File: src/rtl/lane_align_pkg.sv
// Shared types and constants for the lane alignment controller.
// FSM state encodings, default fill symbols and counter width.
package lane_align_pkg;

  localparam int CNT_W = 4;

  localparam logic [7:0] COM_SYM_DEF  = 8'hBC;
  localparam logic [7:0] IDLE_SYM_DEF = 8'h7C;

  typedef enum logic [1:0] {
    ST_RESET  = 2'd0,
    ST_SEARCH = 2'd1,
    ST_LOCK   = 2'd2,
    ST_ACTIVE = 2'd3
  } state_t;

endpackage

File: src/rtl/lane_gap_cnt.sv
// Counts consecutive empty byte slots while the lane is aligned and flags
// the slot that reaches LOSS_COUNT; a valid byte in that slot suppresses it.
module lane_gap_cnt
  import lane_align_pkg::*;
#(
  parameter int LOSS_COUNT = 3
) (
  input  logic clk_4f,
  input  logic reset_L,
  input  logic enable,
  input  logic byte_valid,
  output logic loss
);

  localparam logic [CNT_W-1:0] LAST_GAP = CNT_W'(LOSS_COUNT - 1);

  logic [CNT_W-1:0] gap_cnt;

  // The stored count covers earlier empty slots, so the current empty slot
  // is the LOSS_COUNT-th one when the count already sits one below the limit.
  assign loss = enable && !byte_valid && (gap_cnt == LAST_GAP);

  always_ff @(posedge clk_4f or negedge reset_L) begin
    if (!reset_L) begin
      gap_cnt <= '0;
    end else if (!enable || byte_valid || loss) begin
      gap_cnt <= '0;
    end else begin
      gap_cnt <= gap_cnt + 1'b1;
    end
  end

endmodule

File: src/rtl/lane_align_ctrl.sv
// Receive-lane alignment controller: COM-run lock, payload forwarding, loss/resync.
// Optional alignment-loss counter on err_count when LANE_ALIGN_ERR_CNT_EN is defined.
module lane_align_ctrl
  import lane_align_pkg::*;
#(
  parameter logic [7:0] COM_SYM    = COM_SYM_DEF,
  parameter logic [7:0] IDLE_SYM   = IDLE_SYM_DEF,
  parameter int         LOCK_COUNT = 4,
  parameter int         LOSS_COUNT = 3
) (
  input  logic       clk_4f,
  input  logic       reset_L,
  input  logic [7:0] byte_in,
  input  logic       byte_valid,
  output logic [7:0] data_out,
  output logic       valid_out,
  output logic       active,
  output logic [1:0] state,
  output logic       resync
`ifdef LANE_ALIGN_ERR_CNT_EN
  ,
  output logic [7:0] err_count
`endif
);

  localparam logic [CNT_W-1:0] LOCK_LAST = CNT_W'(LOCK_COUNT);

  state_t           state_q, state_d;
  logic [CNT_W-1:0] cnt_q, cnt_d;
  logic [7:0]       data_d;
  logic             valid_d, active_d, resync_d;
  logic             loss;
  logic             is_com, is_idle;

  assign is_com  = (byte_in == COM_SYM);
  assign is_idle = (byte_in == IDLE_SYM);
  assign state   = state_q;

  lane_gap_cnt #(
    .LOSS_COUNT(LOSS_COUNT)
  ) u_gap_cnt (
    .clk_4f    (clk_4f),
    .reset_L   (reset_L),
    .enable    (state_q == ST_ACTIVE),
    .byte_valid(byte_valid),
    .loss      (loss)
  );

  always_comb begin
    // NOTE: every signal driven here gets a default first so no path leaves
    // it unassigned, which would otherwise infer a latch.
    state_d  = state_q;
    cnt_d    = cnt_q;
    data_d   = data_out;
    valid_d  = 1'b0;
    resync_d = 1'b0;
    unique case (state_q)
      ST_RESET: state_d = ST_SEARCH;
      ST_SEARCH: begin
        if (byte_valid && is_com) begin
          cnt_d   = CNT_W'(1);
          state_d = (LOCK_COUNT == 1) ? ST_ACTIVE : ST_LOCK;
        end
      end
      ST_LOCK: begin
        // Empty slots leave the COM run intact; only a real non-COM byte breaks it.
        if (byte_valid) begin
          if (is_com) begin
            cnt_d = cnt_q + 1'b1;
            if (cnt_d == LOCK_LAST) state_d = ST_ACTIVE;
          end else begin
            cnt_d   = '0;
            state_d = ST_SEARCH;
          end
        end
      end
      ST_ACTIVE: begin
        if (byte_valid && !is_com && !is_idle) begin
          data_d  = byte_in;
          valid_d = 1'b1;
        end else if (loss) begin
          state_d  = ST_SEARCH;
          cnt_d    = '0;
          resync_d = 1'b1;
        end
      end
      default: state_d = ST_SEARCH;
    endcase
    active_d = (state_d == ST_ACTIVE);
  end

  always_ff @(posedge clk_4f or negedge reset_L) begin
    if (!reset_L) begin
      state_q   <= ST_RESET;
      cnt_q     <= '0;
      data_out  <= '0;
      valid_out <= 1'b0;
      active    <= 1'b0;
      resync    <= 1'b0;
    end else begin
      // NOTE: registers take non-blocking assignments so every flop samples
      // pre-edge values regardless of statement order.
      state_q   <= state_d;
      cnt_q     <= cnt_d;
      data_out  <= data_d;
      valid_out <= valid_d;
      active    <= active_d;
      resync    <= resync_d;
    end
  end

`ifdef LANE_ALIGN_ERR_CNT_EN
  logic lost_align;

  assign lost_align = (state_d == ST_SEARCH) &&
                      ((state_q == ST_LOCK) || (state_q == ST_ACTIVE));

  always_ff @(posedge clk_4f or negedge reset_L) begin
    if (!reset_L) begin
      err_count <= '0;
    end else if (lost_align && (err_count != 8'hFF)) begin
      err_count <= err_count + 1'b1;
    end
  end
`endif

endmodule

File: config.mk
export PLATFORM = sky130hd
export DESIGN_NAME = lane_align_ctrl
export DESIGN_NICKNAME = d
export VERILOG_FILES = /design/src/rtl/lane_align_pkg.sv /design/src/rtl/lane_gap_cnt.sv /design/src/rtl/lane_align_ctrl.sv
export SDC_FILE = /design/constraint.sdc
export NUM_CORES = 1
export LEC_CHECK = 0
export CELL_PAD_IN_SITES_DETAIL_PLACEMENT = 1
export CELL_PAD_IN_SITES_GLOBAL_PLACEMENT = 2
export CORE_ASPECT_RATIO = 0.5
export CORE_MARGIN = 2
export CORE_UTILIZATION = 29
export CTS_CLUSTER_DIAMETER = 30
export DETAILED_ROUTE_END_ITERATION = 10
export GPL_TIMING_DRIVEN = 1
export PLACE_DENSITY = 0.74
export SLEW_MARGIN = 20
export SYNTH_ARGS = -nofsm -noshare
export SYNTH_HDL_FRONTEND = slang
export SYNTH_HIERARCHICAL = 1
export SYNTH_SLANG_ARGS = --single-unit
File: constraint.sdc
create_clock -name clk_4f -period 2.3 [get_ports clk_4f]
set_clock_uncertainty 0.1 [all_clocks]
set_input_delay 0.46 -clock clk_4f [delete_from_list [all_inputs] [get_ports clk_4f]]
set_output_delay 0.46 -clock clk_4f [all_outputs]
set_load 0.05 [all_outputs]
==> results.yml <==
run_status:
  outcome: "completed"
setup_path:
  path_class: "input pin to flip-flop"
  cp.required_ps: 2340
  cp-end-kind: "flip-flop"
  crit_fanout: 5
  r2r_slack_ps: 90
  cp_data_arrival_time_ps: 2290
  worst_setup_path_start_kind: "input pin"
synthesis:
  syn_inst: 102
  ys_types: 42
  synth_area_um2: 1166
  ys_warn_count: 6
  syn_nets: 117
  ys_seq_area_share_pct: 45.06
  synth_seq_cells: 21
  avgSynthCellArea_um2: 11.43
timing:
  finalHoldViolCount: 0
  layout_min_cycle_time_ps: 2243
  drv_slew: 0
  whs_ps: 415.8
  grt_setup_unrepaired: "yes"
  worst_pin_slew_ps: 509.9
  max_slew_margin_pct: 65.90
  fmax_mhz: 445.9
  setup_tns_ps: 0
  fin_crit_sh_pct: 97.50
  setup_violations: 0
clocking:
  cts-hold-fix-buffers: 0
  clkTransAtPathRegs_ps: 70
  numCtsBuffers: 3
  cts-root-buf: "clkbuf_8"
  htreeDepth: 1
  cts_sinks: 21
  cts_tree: "yes"
  clock_path_buffers: 2
  insertion_delay_ps: 260
cells_and_area:
  layout-drive-gt1-share_pct: 34.97
  nets: 159
  area_growth_pct: 44.21
  final_cell_area_um2: 1682
  diodes: 0
  fill_cells: 437
hold_path:
  hold_path.class: "flip-flop to flip-flop"
power_and_ir_drop:
  p_int_mw: 0.8664
  p_sw_share_pct: 41.88
  combPwrFrac_pct: 49.4
  p_seq_share_pct: 34.6
  power.switching_mw: 0.6242
  leakagePower_nw: 0.7081
  irDropWorstVdd_uv: 447.2
  power_frac_clock_pct: 16.0
  power_density_nw_per_um2: 886.4
die:
  die-width_um: 93.68
  num_rows: 16
  die_area_um2: 4575
  core_um2: 3884
  die_h_um: 48.84
  start_util_pct: 30.03
  io_pins: 24
route:
  dr.first_iter.drc_count: 20
  drc: 0
  viasPerCell: 4.731
  ant_nets: 0
  wl_per_cell_um: 14.15
  first_pass_iters: 4
  vias: 932
  drt_wl_total_um: 2787
global_routing:
  grt_max_degree: 22
  grt_usage_pct: 13.49
  grt_pass1_vias: 1017
  grt_overflow: 0
  antenna_found_initial: 0
  grt_pass1_wl_um: 4850
placement:
  dpl-instance-area_um2: 1592
  portBuffers: 23
  dp_hpwl_um: 2115
  globalplace.congestion: 0.7423
run:
  drv_cap: 0
## cell type report
class                   count  area (um^2)  share of cell area, %
multi-input cells          71        653.1                  38.84
flip-flops and latches     21        528.0                  31.40
repair buffers             41        365.4                  21.73
well taps                  54        67.56                  4.018
clock buffers               4        45.04                  2.679
inverters                   6        22.52                  1.339
## cell usage in the layout, fill, tap and decap left out, types with 2 or more instances in the layout
cell type / Yosys / layout
nand4b_1: 2 / 2
nor3_1: 3 / 2
o21ai_0: 2 / 2
a21oi_1: 4 / 4
nand3b_1: 3 / 3
and3_1: 2 / 2
nand2b_1: 5 / 3
clkbuf_8: 0 / 3
mux2_4: 1 / 3
mux2_2: 9 / 8
buf_4: 1 / 18
ha_1: 4 / 3
nor2_1: 7 / 7
inv_1: 6 / 5
nand2b_4: 1 / 3
dfrtp_2: 0 / 2
dfrtp_1: 21 / 19
clkdlybuf4s50_1: 0 / 23
## synth_stat cells (all sizes together)
master / count / area (um^2)
nor4b: 2 / 32.53
dfrtp: 21 / 525.5
and3: 2 / 12.51
a22o: 1 / 8.760
a31o: 1 / 8.760
buf: 4 / 28.78
nand2: 2 / 7.510
nor3b: 2 / 20.02
nand2b: 6 / 45.04
a21oi: 4 / 20.02
mux2: 11 / 127.6
o2bb2ai: 1 / 8.760
xor2: 1 / 8.760
nand3: 2 / 10.01
xnor2: 1 / 8.760
a21boi: 1 / 7.510
ha: 4 / 50.05
a2111oi: 1 / 15.01
o21a: 1 / 7.510
nand3b: 3 / 22.52
a211oi: 1 / 7.510
o31ai: 1 / 7.510
nor3: 3 / 15.01
nand4bb: 1 / 16.27
inv: 6 / 22.52
or4: 1 / 7.510
a311o: 1 / 10.01
o32ai: 2 / 17.52
nor2: 7 / 26.28
or2: 1 / 6.260
and3b: 1 / 8.760
o21ai: 2 / 10.01
or3: 2 / 17.52
nand4b: 2 / 17.52
## metrics by stage
stage | cells | power (mW) | util, % | setup WS (ps)
final | 197 | 1.491 | 43.30 | 57.40
after global routing | 197 | 1.563 | 43.30 | -28.28
after CTS | 195 | 1.492 | 42.14 | 1.796
after detailed placement | 191 | 1.250 | 40.98 | -211.1
after global placement | 191 | 1.235 | 40.98 | -140.0
after floorplan | 102 | 0.9785 | - | 42.19
## power by group through the flow
stage          clock network (mW)  registers, mW  logic (mW)
2_1_floorplan                   0          0.819       0.160
3_3_place_gp                    0          0.517       0.718
3_5_place_dp                    0          0.525       0.725
4_1_cts                     0.245          0.518       0.729
5_1_grt                     0.259          0.532       0.772
6_report                    0.239          0.516       0.736
## kinds of logic after synthesis
| group | after synthesis | synth area share (%) |
|---|---|---|
| and+or+nand+nor | 37 | 22.75 |
| buffers and inverters | 10 | 4.399 |
| adders and majority gates | 4 | 4.292 |
| xor gates and xnor gates | 2 | 1.502 |
| AOI/OAI and AO/OA | 17 | 11.05 |
| muxes | 11 | 10.94 |
| DFF | 21 | 45.06 |
## flip-flops by register name, summed over array words and instances, names as in the netlist
name,flops
data_out,8
valid_out,1
u_gap_cnt/gap_cnt,4
state,2
cnt_q,4
active,1
resync,1
## worst paths after layout
check	from	end	depth (start not counted)
setup / recovery	byte_valid	cnt_q[1]	7
hold / removal	data_out[4]	data_out[4]	1
setup reg to reg	u_gap_cnt/gap_cnt[0]	cnt_q[1]	8
hold reg to reg	data_out[4]	data_out[4]	1
max in group asynchronous	reset_L	state[1]	2
min in group asynchronous	reset_L	data_out[2]	2
## repair_timing
item                                   in CTS  in global routing
setup endpoints to repair                   1                  3
gates resized for setup                     0                  6
endpoints found under the hold margin       0                  0
pin swaps                                   1                  2
buffers inserted                            0                  2
cloned                                      0                  0
## routing by layer
metal | track usage (%) | part of all wire, % | up-vias
met5 | 0 | 0 | -
met2 | 23.33 | 51 | 8
met4 | 2.899 | 0.79 | 0
li1 | - | - | 449
met3 | 3.246 | 2.0 | 2
met1 | 17.27 | 46 | 473
## critical path, stage by stage
cell and delay (ps):
clkdlybuf4s50_1 480, nand2b_4 140, nor3_4 50, mux2_4 280, nor4b_4 140, or3_4 420, mux2_4 310
Note: power is estimated with default switching activity, not from simulation.
